===== src/rtl/tomasulo_pkg.sv =====
// Shared Tomasulo definitions: CDB tag encoding, functional-unit counts and the
// broadcast record that reservation stations and the register status table snoop.
package tomasulo_pkg;

  localparam int TAG_W     = 4;
  localparam int DATA_W    = 32;
  localparam int NUM_ADD   = 3;
  localparam int NUM_MUL   = 2;
  localparam int NUM_UNITS = NUM_ADD + NUM_MUL;

  typedef logic [TAG_W-1:0] tag_t;

  // Tag 0 means "no producer": the operand is already available.
  localparam tag_t TAG_NONE = 4'd0;
  localparam tag_t TAG_ADD1 = 4'd1;
  localparam tag_t TAG_ADD2 = 4'd2;
  localparam tag_t TAG_ADD3 = 4'd3;
  localparam tag_t TAG_MUL1 = 4'd4;
  localparam tag_t TAG_MUL2 = 4'd5;

  typedef struct packed {
    logic              valid;
    tag_t              tag;
    logic [DATA_W-1:0] data;
  } cdb_t;

endpackage


===== src/rtl/cdb_arbiter_if.sv =====
// Result-request and CDB broadcast bundle between the functional units and the
// CDB arbiter. Units use the master modport; the arbiter uses slave.
interface cdb_arbiter_if #(
  parameter int NUM_UNITS = 5,
  parameter int DATA_W    = 32,
  parameter int TAG_W     = 4
);

  logic [NUM_UNITS-1:0]        req_valid;
  logic [NUM_UNITS*DATA_W-1:0] req_data;
  logic [NUM_UNITS-1:0]        grant;
  logic                        cdb_valid;
  logic [TAG_W-1:0]            cdb_tag;
  logic [DATA_W-1:0]           cdb_data;
  logic [15:0]                 cdb_count;

  modport master (
    output req_valid, req_data,
    input  grant, cdb_valid, cdb_tag, cdb_data, cdb_count
  );

  modport slave (
    input  req_valid, req_data,
    output grant, cdb_valid, cdb_tag, cdb_data, cdb_count
  );

endinterface


===== src/rtl/cdb_arbiter_rr_pick.sv =====
// Combinational round-robin picker: first set request at or after start,
// wrapping modulo N. Produces a one-hot grant and the winner's index.
module rr_pick #(
  parameter  int N     = 5,
  localparam int IDX_W = (N > 1) ? $clog2(N) : 1
) (
  input  logic [N-1:0]     req,
  input  logic [IDX_W-1:0] start,
  output logic [N-1:0]     gnt,
  output logic [IDX_W-1:0] idx,
  output logic             found
);

  int j;

  // NOTE: every output gets a default before the loop so no latch is inferred.
  always_comb begin
    gnt   = '0;
    idx   = '0;
    found = 1'b0;
    j     = 0;
    for (int k = 0; k < N; k++) begin
      j = (int'(start) + k) % N;
      if (!found && req[j]) begin
        found  = 1'b1;
        gnt[j] = 1'b1;
        idx    = IDX_W'(j);
      end
    end
  end

endmodule


===== src/rtl/cdb_arbiter.sv =====
// CDB arbiter: grants one finished result per cycle and broadcasts it on a
// registered CDB. Define CDB_MUL_PRIORITY_EN to give multipliers priority over adders.
module cdb_arbiter #(
  parameter int NUM_UNITS = tomasulo_pkg::NUM_UNITS,
  parameter int DATA_W    = tomasulo_pkg::DATA_W,
  parameter int TAG_W     = tomasulo_pkg::TAG_W
) (
  input  logic          clk,
  input  logic          reset,
  cdb_arbiter_if.slave  bus
);

  import tomasulo_pkg::*;

  localparam int IDX_W = (NUM_UNITS > 1) ? $clog2(NUM_UNITS) : 1;

  logic [NUM_UNITS-1:0] pick_gnt;
  logic [IDX_W-1:0]     winner;
  logic                 any_req;
  logic                 transfer;
  logic [DATA_W-1:0]    win_data;

`ifdef CDB_MUL_PRIORITY_EN
  localparam int ADD_W = (NUM_ADD > 1) ? $clog2(NUM_ADD) : 1;
  localparam int MUL_W = (NUM_MUL > 1) ? $clog2(NUM_MUL) : 1;

  logic [ADD_W-1:0]   rr_add, add_idx;
  logic [MUL_W-1:0]   rr_mul, mul_idx;
  logic [NUM_ADD-1:0] add_gnt;
  logic [NUM_MUL-1:0] mul_gnt;
  logic               add_found, mul_found;

  rr_pick #(.N(NUM_ADD)) u_pick_add (
    .req   (bus.req_valid[NUM_ADD-1:0]),
    .start (rr_add),
    .gnt   (add_gnt),
    .idx   (add_idx),
    .found (add_found)
  );

  rr_pick #(.N(NUM_MUL)) u_pick_mul (
    .req   (bus.req_valid[NUM_UNITS-1:NUM_ADD]),
    .start (rr_mul),
    .gnt   (mul_gnt),
    .idx   (mul_idx),
    .found (mul_found)
  );

  // Any requesting multiplier beats every adder.
  always_comb begin
    if (mul_found) begin
      pick_gnt = {mul_gnt, {NUM_ADD{1'b0}}};
      winner   = IDX_W'(NUM_ADD) + IDX_W'(mul_idx);
    end else begin
      pick_gnt = {{NUM_MUL{1'b0}}, add_gnt};
      winner   = IDX_W'(add_idx);
    end
  end

  assign any_req = add_found | mul_found;

  always_ff @(posedge clk or posedge reset) begin
    if (reset) begin
      rr_add <= '0;
      rr_mul <= '0;
    end else if (transfer) begin
      if (mul_found)
        rr_mul <= (mul_idx == MUL_W'(NUM_MUL - 1)) ? '0 : mul_idx + MUL_W'(1);
      else
        rr_add <= (add_idx == ADD_W'(NUM_ADD - 1)) ? '0 : add_idx + ADD_W'(1);
    end
  end
`else
  logic [IDX_W-1:0] rr_ptr;

  rr_pick #(.N(NUM_UNITS)) u_pick (
    .req   (bus.req_valid),
    .start (rr_ptr),
    .gnt   (pick_gnt),
    .idx   (winner),
    .found (any_req)
  );

  // NOTE: sequential state uses non-blocking assignments and an asynchronous reset.
  always_ff @(posedge clk or posedge reset) begin
    if (reset)
      rr_ptr <= '0;
    else if (transfer)
      rr_ptr <= (winner == IDX_W'(NUM_UNITS - 1)) ? '0 : winner + IDX_W'(1);
  end
`endif

  // Grant is suppressed during reset so nothing transfers while the CDB is cleared.
  assign bus.grant = reset ? '0 : pick_gnt;
  assign transfer  = any_req & ~reset;
  assign win_data  = bus.req_data[winner*DATA_W +: DATA_W];

  always_ff @(posedge clk or posedge reset) begin
    if (reset) begin
      bus.cdb_valid <= 1'b0;
      bus.cdb_tag   <= TAG_NONE;
      bus.cdb_data  <= '0;
      bus.cdb_count <= '0;
    end else begin
      bus.cdb_valid <= transfer;
      bus.cdb_tag   <= transfer ? TAG_W'(winner) + TAG_W'(1) : TAG_NONE;
      bus.cdb_data  <= transfer ? win_data : '0;
      if (transfer && bus.cdb_count != 16'hFFFF)
        bus.cdb_count <= bus.cdb_count + 16'd1;
    end
  end

  req_valid_known: assert property (@(posedge clk) disable iff (reset)
                                    !$isunknown(bus.req_valid));

endmodule


===== src/flat_wrapper.sv =====
// flat-port wrapper written by rule: the top's interface ports become plain ports
module cdb_arbiter_flat import tomasulo_pkg::*;
#(
  parameter int NUM_UNITS = tomasulo_pkg::NUM_UNITS,
  parameter int DATA_W    = tomasulo_pkg::DATA_W,
  parameter int TAG_W     = tomasulo_pkg::TAG_W
)
  (clk, reset, bus_req_valid, bus_req_data, bus_grant, bus_cdb_valid, bus_cdb_tag, bus_cdb_data, bus_cdb_count);
  cdb_arbiter_if #(.NUM_UNITS(NUM_UNITS), .DATA_W(DATA_W), .TAG_W(TAG_W)) bus_i ();
  input  logic clk;
  input  logic reset;
  input wire logic [$bits(bus_i.req_valid)-1:0] bus_req_valid;
  input wire logic [$bits(bus_i.req_data)-1:0] bus_req_data;
  output wire logic [$bits(bus_i.grant)-1:0] bus_grant;
  output wire logic [$bits(bus_i.cdb_valid)-1:0] bus_cdb_valid;
  output wire logic [$bits(bus_i.cdb_tag)-1:0] bus_cdb_tag;
  output wire logic [$bits(bus_i.cdb_data)-1:0] bus_cdb_data;
  output wire logic [$bits(bus_i.cdb_count)-1:0] bus_cdb_count;
  assign bus_i.req_valid = bus_req_valid;
  assign bus_i.req_data = bus_req_data;
  assign bus_grant = bus_i.grant;
  assign bus_cdb_valid = bus_i.cdb_valid;
  assign bus_cdb_tag = bus_i.cdb_tag;
  assign bus_cdb_data = bus_i.cdb_data;
  assign bus_cdb_count = bus_i.cdb_count;
  cdb_arbiter #(.NUM_UNITS(NUM_UNITS), .DATA_W(DATA_W), .TAG_W(TAG_W)) u_core (.clk(clk), .reset(reset), .bus(bus_i));
endmodule

===== config.mk =====
export PLATFORM = sky130hd
export DESIGN_NAME = cdb_arbiter_flat
export DESIGN_NICKNAME = d
export VERILOG_FILES = /design/src/rtl/tomasulo_pkg.sv /design/src/rtl/cdb_arbiter_if.sv /design/src/rtl/cdb_arbiter_rr_pick.sv /design/src/rtl/cdb_arbiter.sv /design/src/flat_wrapper.sv
export SDC_FILE = /design/constraint.sdc
export NUM_CORES = 1
export LEC_CHECK = 0
export BUFFER_PORTS_ARGS = -buffer_cell sky130_fd_sc_hd__buf_2
export CORE_MARGIN = 1.5
export CORE_UTILIZATION = 30
export CTS_BUF_LIST = sky130_fd_sc_hd__clkbuf_8
export DETAILED_ROUTE_END_ITERATION = 10
export GPL_TIMING_DRIVEN = 0
export PLACE_DENSITY = 0.55
export SYNTH_ARGS = -nofsm -noshare
export SYNTH_HDL_FRONTEND = slang
export SYNTH_HIERARCHICAL = 1
export SYNTH_SLANG_ARGS = --single-unit

===== constraint.sdc =====
create_clock -name clk -period 10.7 [get_ports clk]
set_input_delay 2.14 -clock clk [delete_from_list [all_inputs] [get_ports clk]]
set_output_delay 2.14 -clock clk [all_outputs]
set_load 0.03 [all_outputs]

---- After elaboration in Yosys (flattened, before gate mapping) ----
Cells that the tools add are included.
storage, ports and cells
  flip-flop bits (word level) ............. 56
  bits in latches ......................... 0
  memory bits (writable) .................. 0
  bits in read-only memories .............. 0
  input port bits ......................... 167
  output and inout port bits .............. 58
  logic and storage cells ................. 94
  memories ................................ 0
operators by class
  add/sub/neg operators ................... 7
  multipliers ............................. 0
  div/mod/pow operators ................... 5
  magnitude comparators ................... 10
  eq/ne operators ......................... 2
  shift-type cells ........................ 1
  mux-type cells .......................... 44
  bitwise gates (word level) .............. 6
  reductions and logical operators ........ 14
operators by type and width
  cell                     count
  $ge A32 B1 Y1 const B    5
  $lt A32 B5 Y1 const B    5
  $shiftx A160 B9 Y32      1
  $mod A32 B4 Y32 const B  4
  $mod A4 B4 Y32 const B   1
  $mux W32                 1
  $mux W5                  6
  $mux W1                  20
  $or A5 B5 Y5             4
  $mux W3                  6
  $add A16 B1 Y16 const B  1
  $ne A16 B16 Y1 const B   1
  $bmux W1 S3              5
  $demux W1 S3             5
  $logic_and A1 B1 Y1      10
  $add A3 B1 Y4 const B    2
  $add A3 B2 Y4 const B    2
  $add A3 B3 Y4 const B    1
  $logic_not A1 Y1         4
  $mux W4                  1
  $add A3 B1 Y3 const B    1
  $eq A3 B3 Y1 const B     1
  $and A1 B1 Y1            1
  $not A1 Y1               1

---- Depth between registers and ports, before layout ----
  depth after elaboration ................. 19
  mapped depth ............................ 28
  mapped depth without buffers ............ 21

---- By module ----
Netlist, hierarchy kept.
modules (own cells, without submodules)
  module       instances  cells each  area each (µm²)  sequential area each (µm²)
  cdb_arbiter  1          251         3105.5           1401.3
  rr_pick      1          334         2283.4           0.0

---- Worst setup path before layout ----
No wires, ideal clock.
  kind .................................... reg-to-output
  start point ............................. reg u_core.rr_ptr[0]
  end point ............................... out bus_grant[2]
  data arrival time ....................... 5.846 ns
  data required time ...................... 8.560 ns
  setup slack ............................. 2.714 ns
  cell stages (with the launch flop) ...... 21
  buffers on the path ..................... 6
  path through ............................ dfrtp_1 -> buf_6 -> clkbuf_1 -> clkbuf_1 -> inv_2 -> ha_1 -> clkbuf_8 -> clkinv_1 -> ha_1 -> and3b_1 -> or4_1 -> clkbuf_2 -> or4_1 -> and4_1 -> buf_6 -> mux2i_1 -> a221oi_2 -> o2111ai_1 -> or3b_1 -> o211ai_1 -> nor2b_1
on the way
  longest elaborated chain between the ends .. 18
  elaborated cells between the ends (all ways) .. 71
  classes of those cells .................. 4 x add/sub; 5 x div; 10 x order compare; 35 x mux; 4 x bitwise; 13 x reduce/logical
RTL lines
  what                                                                      RTL line                   RTL
  start, declared                                                           cdb_arbiter.sv:74          logic [IDX_W-1:0] rr_ptr;
  start signal, assigned                                                    cdb_arbiter.sv:89          rr_ptr <= (winner == IDX_W'(NUM_UNITS - 1)) ? '0 : winner + IDX_W'(1);
  parallel branches: the longest is 16 deep, another holds $mod A32 B4 Y32  --
  $mux W5 (*)                                                               cdb_arbiter_rr_pick.sv:24  if (!found && req[j]) begin
  via u_core.pick_gnt[2]                                                    cdb_arbiter.sv:17          logic [NUM_UNITS-1:0] pick_gnt;
  $mux W5 (*)                                                               cdb_arbiter.sv:94          assign bus.grant = reset ? '0 : pick_gnt;
  end, declared                                                             flat_wrapper.sv:14         output wire logic [$bits(bus_i.grant)-1:0] bus_grant;
Mark *: on every way through the listed nets, which the timed path passes. The select of a mux whose other input is x is not followed.

---- Worst setup path in the final report ----
Ends and elaborated chain as after synthesis.

==> impl_metrics.json <==
{
  "drc_errors": 0,
  "fin_crit_sh_pct": 90.5,
  "reg2reg_depth": 24,
  "grt_pass1_wl_um": 29100,
  "outcome": "finished, final reports clean",
  "synth-compound-area-share_pct": 21.0,
  "viasPerCell": 5.41,
  "hpwl_um": 15700,
  "first_pass_iters": 5,
  "fmax_ghz": 0.103,
  "critPathCapture": "bus_grant[2]",
  "yosysSeqAreaShare_pct": 26.0,
  "synthesis.nets": 781,
  "skew_ns": 0.00832,
  "vias": 5645,
  "synth-seq-cells": 56,
  "slew_headroom_pct": 36.3,
  "synth_top_family_by_area": "simple AND/OR/NAND/NOR gates",
  "grt_pass1_vias": 5472,
  "synthSimpleGateAreaFrac_pct": 21.0,
  "synth_area_mm2": 0.00539,
  "cts-resized-gates": 0,
  "synth_common_cells": "dfrtp_1 (56), nor2_1 (55), nand2_1 (40)",
  "cp.required_ns": 8.56,
  "gp_congestion": 0.872,
  "row_count": 48,
  "yosysTopAreaCell": "dfrtp_1",
  "grt_max_degree": 37,
  "wl_um": 19100,
  "cts_buffer_depth": 2,
  "cts_setup_buffers": 0,
  "path_clk_slew_ns": 0.10,
  "rr_endpoint": "u_core/bus.cdb_data[21]",
  "grtUsageTotal_pct": 20.0,
  "ys.flop_type": "dfrtp_1",
  "worstHoldStart": "u_core/bus.cdb_count[15]",
  "synth.area.top_cells": "dfrtp_1 (26%), mux4_2 (13%), ha_1 (6.7%), a22oi_1 (4.7%), nor2_1 (3.8%)",
  "cts_tree": "yes",
  "cp_max_fo": 12,
  "critPathLaunchType": "flop",
  "yosysMostFrequentCell": "dfrtp_1",
  "port_buffers": 224,
  "syn_inst": 585,
  "endpoint_kind": "output pin",
  "cts_root_buffer": "clkbuf_8",
  "wl_per_cell_um": 18.3,
  "syn2layout_area_growth_pct": 28.1,
  "maxCapViolations": 0,
  "maxSlewViolCount": 0,
  "synth_cell_type_count": 77,
  "finalCriticalPeriod_ns": 9.68,
  "die_h_um": 137,
  "boundaryPins": 225,
  "holdPathStages": 1,
  "worstMarginPinSlew_ns": 0.949,
  "drtIter0Drc": 324,
  "htree_levels": 2,
  "numCtsBuffers": 5,
  "startpoint": "u_core/rr_ptr[0]",
  "antenna_found_initial": 2,
  "cts_sinks": 56,
  "arrival_ns": 7.54,
  "r2r_setup_slack_ns": 2.21,
  "die_x_um": 137,
  "final_nets": 1013,
  "r2r-start": "u_core/rr_ptr[0]",
  "initial_core_util_pct": 30.9,
  "ant_nets": 0,
  "hold_viol_final": 0,
  "ctsHoldBuffers": 0,
  "num_antenna_cells": 0,
  "async_flop_share_pct": 100,
  "hold_path_class": "reg2reg",
  "synth_mux_area_share_pct": 15.8,
  "synth_edf_count": 0,
  "synth-xor-area-share_pct": 3.58,
  "grt_overflow": 0,
  "rsz0062_at_grt": "false",
  "avgSynthCellArea_um2": 9.21,
  "crit_type": "reg2out",
  "setup_viol": 0,
  "clock_latency_ns": 0.32,
  "synth_top_cell_area_share_pct": 26.0,
  "fp.dieArea_mm2": 0.0188,
  "yosys_warnings": 6,
  "synth_fa_ha_area_share_pct": 6.73,
  "drive_gt1_share_pct": 37.2,
  "setup_tns_ns": 0,
  "coreArea_mm2": 0.0174
}
==> routing by layer <==
layer  routed length, um  share of wire [%]  up-vias  track usage, %
met5                   0                  0        -               0
met1                8070                 42     2719            26.2
met3                1110                5.8       25            2.78
met4                 295                1.5        0            4.27
met2                9630                 50      226            34.9
li1                    -                  -     2675               -
==> worst min path at each step <==
stage	endpoint	slack, ns
2_1_floorplan	u_core/rr_ptr[1]	0.63
3_3_place_gp	u_core/bus.cdb_count[15]	0.49
3_5_place_dp	u_core/bus.cdb_count[15]	0.49
4_1_cts	u_core/bus.cdb_count[15]	0.51
5_1_grt	u_core/bus.cdb_count[15]	0.54
6_report	u_core/bus.cdb_count[15]	0.51
==> layout by cell type (no fill, tap or decap), types with 5 or more instances in the layout <==
cell / n
o21ai_0: 19
or3_1: 5
nor2_1: 55
xor2_1: 11
a31oi_1: 10
dfrtp_1: 56
a22oi_1: 34
xnor2_1: 11
nand2_1: 40
clkbuf_8: 9
o211ai_1: 7
nand2b_1: 10
nor4_1: 9
a21o_1: 5
mux2i_1: 11
a211oi_1: 8
nor2b_1: 13
nand4_1: 5
ha_1: 29
o221ai_1: 5
clkbuf_1: 23
nor3_1: 20
buf_2: 230
a21oi_1: 27
inv_1: 23
o22ai_1: 7
nand3_1: 14
mux4_2: 32
==> kinds of logic after synthesis <==
kind of cell	after synthesis
xor+xnor	22
simple gates	209
mux	45
buf+inv	65
flops	56
compound gates	159
fa+ha+maj	29
==> area by class of cell <==
class                      count  area, um^2
multi-input combinational    464        3670
sequential                    56        1400
timing repair buffer         225        1140
clock inverter                 2        11.3
tap                          225         282
inverter                      26        97.6
buffer                        39         219
clock buffer                   6        82.6
fill                        1825       10500
==> state kept, by name, indices dropped and copies added (netlist names) <==
| signal | flops |
|---|---|
| u_core/rr_ptr | 3 |
| u_core/bus.cdb_tag | 4 |
| u_core/bus.cdb_count | 16 |
| u_core/bus.cdb_data | 32 |
| u_core/bus.cdb_valid | 1 |
==> worst max-delay path: stages, from the launching register on <==
cell       delay, ns
dfrtp_1         0.66
buf_6           0.22
clkbuf_1        0.41
clkbuf_1        0.59
inv_2           0.29
ha_1            0.46
clkbuf_8        0.21
clkinv_1        0.28
ha_1            0.54
and3b_1         0.22
or4_1           0.49
clkbuf_2        0.17
or4_1           0.52
and4_1          0.21
buf_6           0.12
mux2i_1         0.13
a221oi_2        0.46
o2111ai_1       0.38
or3b_1          0.44
o211ai_1        0.08
nor2b_1         0.14
buf_2           0.20
==> through the flow <==
stage | instance area, um^2 | util, % | hold WS (ns) | worst slack, ns | cells
2_1_floorplan | 5390 | - | 0.626 | 2.71 | 585
3_3_place_gp | 6790 | 39.0 | 0.488 | 1.40 | 1034
3_5_place_dp | 6810 | 39.1 | 0.491 | 1.47 | 1035
4_1_cts | 6910 | 39.6 | 0.507 | 1.08 | 1043
5_1_grt | 6910 | 39.6 | 0.537 | 0.605 | 1043
6_report | 6910 | 39.6 | 0.506 | 1.02 | 1043
Power is not shown: default switching activity piles up to over one toggle a cycle in this logic, so the estimate is an artifact.
